### src/rtl/div_issue_ctrl.sv
// div_issue_ctrl
//   EX-stage front end for the iterative divider. Captures a DIV/DIVU
//   request, drives the divider start/annul/operand handshake, stalls the
//   pipeline until the divider returns a result and commits that result to
//   the architectural HI/LO registers. Also owns HI/LO for MTHI/MTLO and
//   multiplier writes.
//
//   Ports
//     clk, rst                 core clock, synchronous active-high reset
//     flush_i                  pipeline flush, aborts any divide in flight
//     stall_i                  downstream stall, holds a completed divide
//     div_req_i/div_signed_i   divide request and signedness from EX
//     rs_i, rt_i               dividend / divisor
//     hi_we_i, lo_we_i         MTHI / MTLO write enables
//     mt_wdata_i               MTHI / MTLO data
//     mul_we_i, mul_result_i   multiplier {HI,LO} write
//     div_start_o/annul_o      divider control
//     div_signed_o/op1_o/op2_o latched divider operands
//     div_result_i/ready_i     divider {remainder,quotient} and valid
//     stall_o                  stall request to hazard unit
//     div_busy_o               a divide is in progress or awaiting retire
//     hi_o, lo_o               architectural HI / LO
//
//   state  | meaning
//   -------+-----------------------------------------------------------
//   IDLE   | no divide in flight; a request is latched and issued
//   BUSY   | divider running on latched operands; pipeline stalled
//   DONE   | result committed, start dropped; waits for the EX slot to retire

module div_issue_ctrl #(
    parameter int DATA_W = 32
) (
    input  logic                clk,
    input  logic                rst,
    input  logic                flush_i,
    input  logic                stall_i,
    input  logic                div_req_i,
    input  logic                div_signed_i,
    input  logic [DATA_W-1:0]   rs_i,
    input  logic [DATA_W-1:0]   rt_i,
    input  logic                hi_we_i,
    input  logic                lo_we_i,
    input  logic [DATA_W-1:0]   mt_wdata_i,
    input  logic                mul_we_i,
    input  logic [2*DATA_W-1:0] mul_result_i,
    output logic                div_start_o,
    output logic                div_annul_o,
    output logic                div_signed_o,
    output logic [DATA_W-1:0]   div_op1_o,
    output logic [DATA_W-1:0]   div_op2_o,
    input  logic [2*DATA_W-1:0] div_result_i,
    input  logic                div_ready_i,
    output logic                stall_o,
    output logic                div_busy_o,
    output logic [DATA_W-1:0]   hi_o,
    output logic [DATA_W-1:0]   lo_o
);

    typedef enum logic [1:0] {
        S_IDLE = 2'd0,
        S_BUSY = 2'd1,
        S_DONE = 2'd2
    } state_t;

    state_t              r_state;
    state_t              w_next_state;

    logic                r_signed;
    logic [DATA_W-1:0]   r_op1;
    logic [DATA_W-1:0]   r_op2;
    logic [DATA_W-1:0]   r_hi;
    logic [DATA_W-1:0]   r_lo;

    logic                w_load_ops;
    logic                w_div_commit;

    // Operands are captured only on issue; they are never re-sampled while
    // the divider runs, so EX may change rs/rt freely during the stall.
    assign w_load_ops   = (r_state == S_IDLE) & div_req_i & ~flush_i;
    // A flush in the ready cycle kills the commit.
    assign w_div_commit = (r_state == S_BUSY) & div_ready_i & ~flush_i;

    // State register
    always_ff @(posedge clk) begin
        if (rst) begin
            r_state <= S_IDLE;
        end else begin
            r_state <= w_next_state;
        end
    end

    // Next-state logic; flush wins over everything, including stall_i
    always_comb begin
        w_next_state = r_state;
        case (r_state)
            S_IDLE: begin
                if (div_req_i && !flush_i) begin
                    w_next_state = S_BUSY;
                end
            end
            S_BUSY: begin
                if (flush_i) begin
                    w_next_state = S_IDLE;
                end else if (div_ready_i) begin
                    w_next_state = S_DONE;
                end
            end
            S_DONE: begin
                if (flush_i || !stall_i) begin
                    w_next_state = S_IDLE;
                end
            end
            default: begin
                w_next_state = S_IDLE;
            end
        endcase
    end

    // Output logic
    always_comb begin
        div_start_o = 1'b0;
        div_annul_o = 1'b0;
        stall_o     = 1'b0;
        case (r_state)
            S_IDLE: begin
                stall_o = div_req_i & ~flush_i;
            end
            S_BUSY: begin
                div_start_o = ~flush_i;
                div_annul_o = flush_i;
                stall_o     = 1'b1;
            end
            default: begin
                div_start_o = 1'b0;
            end
        endcase
    end

    assign div_busy_o   = (r_state != S_IDLE);
    assign div_signed_o = r_signed;
    assign div_op1_o    = r_op1;
    assign div_op2_o    = r_op2;
    assign hi_o         = r_hi;
    assign lo_o         = r_lo;

    // Operand latches
    always_ff @(posedge clk) begin
        if (rst) begin
            r_signed <= 1'b0;
            r_op1    <= '0;
            r_op2    <= '0;
        end else if (w_load_ops) begin
            r_signed <= div_signed_i;
            r_op1    <= rs_i;
            r_op2    <= rt_i;
        end
    end

    // HI/LO: divide commit beats multiplier, multiplier beats MTHI/MTLO
    always_ff @(posedge clk) begin
        if (rst) begin
            r_hi <= '0;
            r_lo <= '0;
        end else begin
            if (w_div_commit) begin
                r_hi <= div_result_i[2*DATA_W-1:DATA_W];
            end else if (mul_we_i) begin
                r_hi <= mul_result_i[2*DATA_W-1:DATA_W];
            end else if (hi_we_i) begin
                r_hi <= mt_wdata_i;
            end

            if (w_div_commit) begin
                r_lo <= div_result_i[DATA_W-1:0];
            end else if (mul_we_i) begin
                r_lo <= mul_result_i[DATA_W-1:0];
            end else if (lo_we_i) begin
                r_lo <= mt_wdata_i;
            end
        end
    end

endmodule
### config.mk
export PLATFORM = sky130hd
export DESIGN_NAME = div_issue_ctrl
export DESIGN_NICKNAME = d
export VERILOG_FILES = /design/src/rtl/div_issue_ctrl.sv
export SDC_FILE = /design/constraint.sdc
export NUM_CORES = 1
export LEC_CHECK = 0
export ABC_CLOCK_PERIOD_IN_PS = 2290
export BUFFER_PORTS_ARGS = -buffer_cell sky130_fd_sc_hd__buf_2
export CORE_MARGIN = 5
export CORE_UTILIZATION = 25
export DETAILED_ROUTE_END_ITERATION = 7
export GPL_TIMING_DRIVEN = 0
export PLACE_DENSITY = 0.61
export SYNTH_ARGS = -nofsm -noshare
export SYNTH_HDL_FRONTEND = slang
export SYNTH_SLANG_ARGS = --single-unit
### constraint.sdc
create_clock -name clk -period 2.29 [get_ports clk]
set_input_delay 0.458 -clock clk [delete_from_list [all_inputs] [get_ports clk]]
set_output_delay 0.458 -clock clk [all_outputs]
set_load 0.05 [all_outputs]
==> results.md <==
* Detail Route Antenna Nets at 0
* Vias in the first global route at 6151
* Finished Cell Area at 8690 um^2
* Cts bufs inserted at 17
* Post-Syn Area at 5910 um^2
* Worst setup EP type: flop
* Dpl cells at 1345
* Worst Max-Slew Pin Slew at 0.659 ns
* Pwr Total at 6.57 mW
* Starting DRT DRC Count at 266
* WP data required at 2.58 ns
* Total Routing Usage GR at 16.5%
* Mean Syn Cell Area at 8.92 um^2
* Rel. slew slack at 56.1%
* Die Span Y at 164 um
* Max_cap viols at 0
* Via density at 4.49
* Starting Density at 25.3%
* WP data arrival at 2.26 ns
* Commonest non-fill, non-tap cell in the layout: buf_2
* Fill count at 2461
* Final core occ at 37.2%
* Cell taking the most area after synthesis: dfxtp_1
* Reg2Reg Depth at 7
* DR pass1 iterations at 7
* Post-DR wirelength/cell at 17.0 um
* Row cnt at 56
* Post-CTS Hold Buffers at 0
* Area delta synth->final at 47.1%
* Max Fanout on Critical Path at 10
* H-tree Lvls at 4
* First-pass GRT wire length at 34200 um
* Fmax achieved at 507 MHz
* Post-DP Area at 8130 um^2
* Setup Crit Path Kind: flop to flop
* TNS Setup at 0 ns
* Skew final at 0.0170 ns
* Net Count, Synth at 896
* Vias at 6179
* Die W at 164 um
* Initial antenna violation count at 1
* Synth top area cells: dfxtp_1, nand2_1, mux2_2
* # port buffers at 364
* Die area at 26800 um^2
* Worst-path clk slew at 0.06 ns
* Final worst slack at 0.317 ns
* Final setup fails at 0
* Post-Layout Cell Count at 1377
* Footprint of the multi-input gates at 2950 um^2
* Syn Inst Count at 662
* I/O pin cnt at 367
* Core Region at 23300 um^2
* DRC at 0
* Clk buf depth at 2
* Synth warnings at 0
* Commonest non-fill, non-tap cells in the layout: buf_2, nand2_1, dfxtp_1, a21oi_1
* Largest net degree at the start of global routing at 17
* Post-synth top area share at 44.4%
* Grt ovf at 0
* Outcome: finished clean
* Final Hold Vio Count at 0
* Slew Limit Fails at 0
* RSZ-0062 raised after global routing: no
* CTS root buf: clkbuf_16
* Pleak at 4.41 nW
* PostCTS Resize Cnt at 0
* CTS Sinks at 131
* CTS tree: yes
* Min Tclk post-route at 1.97 ns
* Ant. Diodes at 0
* Peak supply drop at 0.000411 V
* Setup WS pre-CTS at 0.0139 ns
* Worst hold path stage count at 3
* Drt total wl at 23400 um
* Gpl congestion at 0.797
* Clk_lat worst skew at 0.42 ns
* CP Launch Type: flop
* Final net count at 1279
* PwrDens at 756 nW/um^2
* Hold_ws at 0.271 ns
* Unique masters post-synth at 23
* Period utilization at 86.2%
* Layout cells sized above 1 at 46.8%
* Post-synthesis sequential area ratio at 44.4%
* Post-CTS setup buffers at 0
* Path category of the worst min-delay check: primary input to flop
* DP HPWL at 18800 um
* Synthesized flop and latch total at 131
* Register area at 2620 um^2
## cell families (layout without fill, tap and decap cells)
| logic type | count (synthesis) | after routing | share of synthesized area, % |
|---|---|---|---|
| multiplexers | 128 | 128 | 23.1 |
| AND/OR/NAND/NOR | 209 | 209 | 14.1 |
| AO/OA/AOI/OAI | 134 | 134 | 12.8 |
| buffers and inverters | 60 | 456 | 5.66 |
| flip-flops | 131 | 131 | 44.4 |
## synth_stat cells
cell type  count
nand3b_1       1
buf_1          1
dfxtp_1      131
inv_1          2
nand2_1      197
buf_2         21
nor3b_1        2
o21ai_0        2
mux2i_1       64
a21oi_1       66
buf_6         10
mux2_2        64
a21o_1         2
nor4b_2        1
o22ai_1       64
buf_4          2
nand4bb_1      1
nor4_1         1
or4b_4         1
or2_2          1
clkbuf_1      24
nor2_1         3
and3_1         1
## cell type report
class / instances / share of cell area, %
clock inverters: 14 / 1.50
multi-input cells: 471 / 34.0
well taps: 319 / 4.60
clock buffers: 18 / 4.94
flip-flops and latches: 131 / 30.2
plain buffers: 58 / 3.76
inverters: 2 / 0.0864
repair buffers: 364 / 21.0
## worst paths after layout
kind | slack, ns | from | to
worst max-delay path | 0.32 | r_state[1] | hi_o[0]
worst min-delay path | 0.27 | rs_i[10] | div_op1_o[10]
worst max register to register | 0.32 | r_state[1] | hi_o[0]
worst min register to register | 0.45 | div_op1_o[10] | div_op1_o[10]
## worst max-delay path: stages (launching register included)
cell and delay [ns]:
dfxtp_1 0.30, buf_4 0.15, nand4bb_1 0.12, buf_2 0.21, buf_4 0.27, buf_6 0.20
mux2i_1 0.45, o22ai_1 0.14
## report_power, final
part           leakage [nW]  internal (mW)  total, mW  switching [mW]
Combinational          3.07          0.490       1.48           0.987
Sequential             1.08           2.43       2.50          0.0685
Clock                 0.260           1.50       2.60            1.09
Total                  4.41           4.42       6.57            2.15
## sequential cells by signal, indices dropped and copies added (netlist names)
| register | count |
|---|---|
| div_op1_o | 32 |
| div_op2_o | 32 |
| hi_o | 32 |
| lo_o | 32 |
| r_state | 2 |
| div_signed_o | 1 |
## routing by layer
layer | vias to the layer above | part of all wire, % | track usage, %
li1 | 3070 | - | -
met1 | 2867 | 41 | 19.9
met2 | 212 | 49 | 27.7
met3 | 28 | 7.9 | 5.42
met4 | 2 | 1.9 | 5.41
met5 | - | 0.030 | 0
Note: power is estimated with default switching activity, not from simulation.
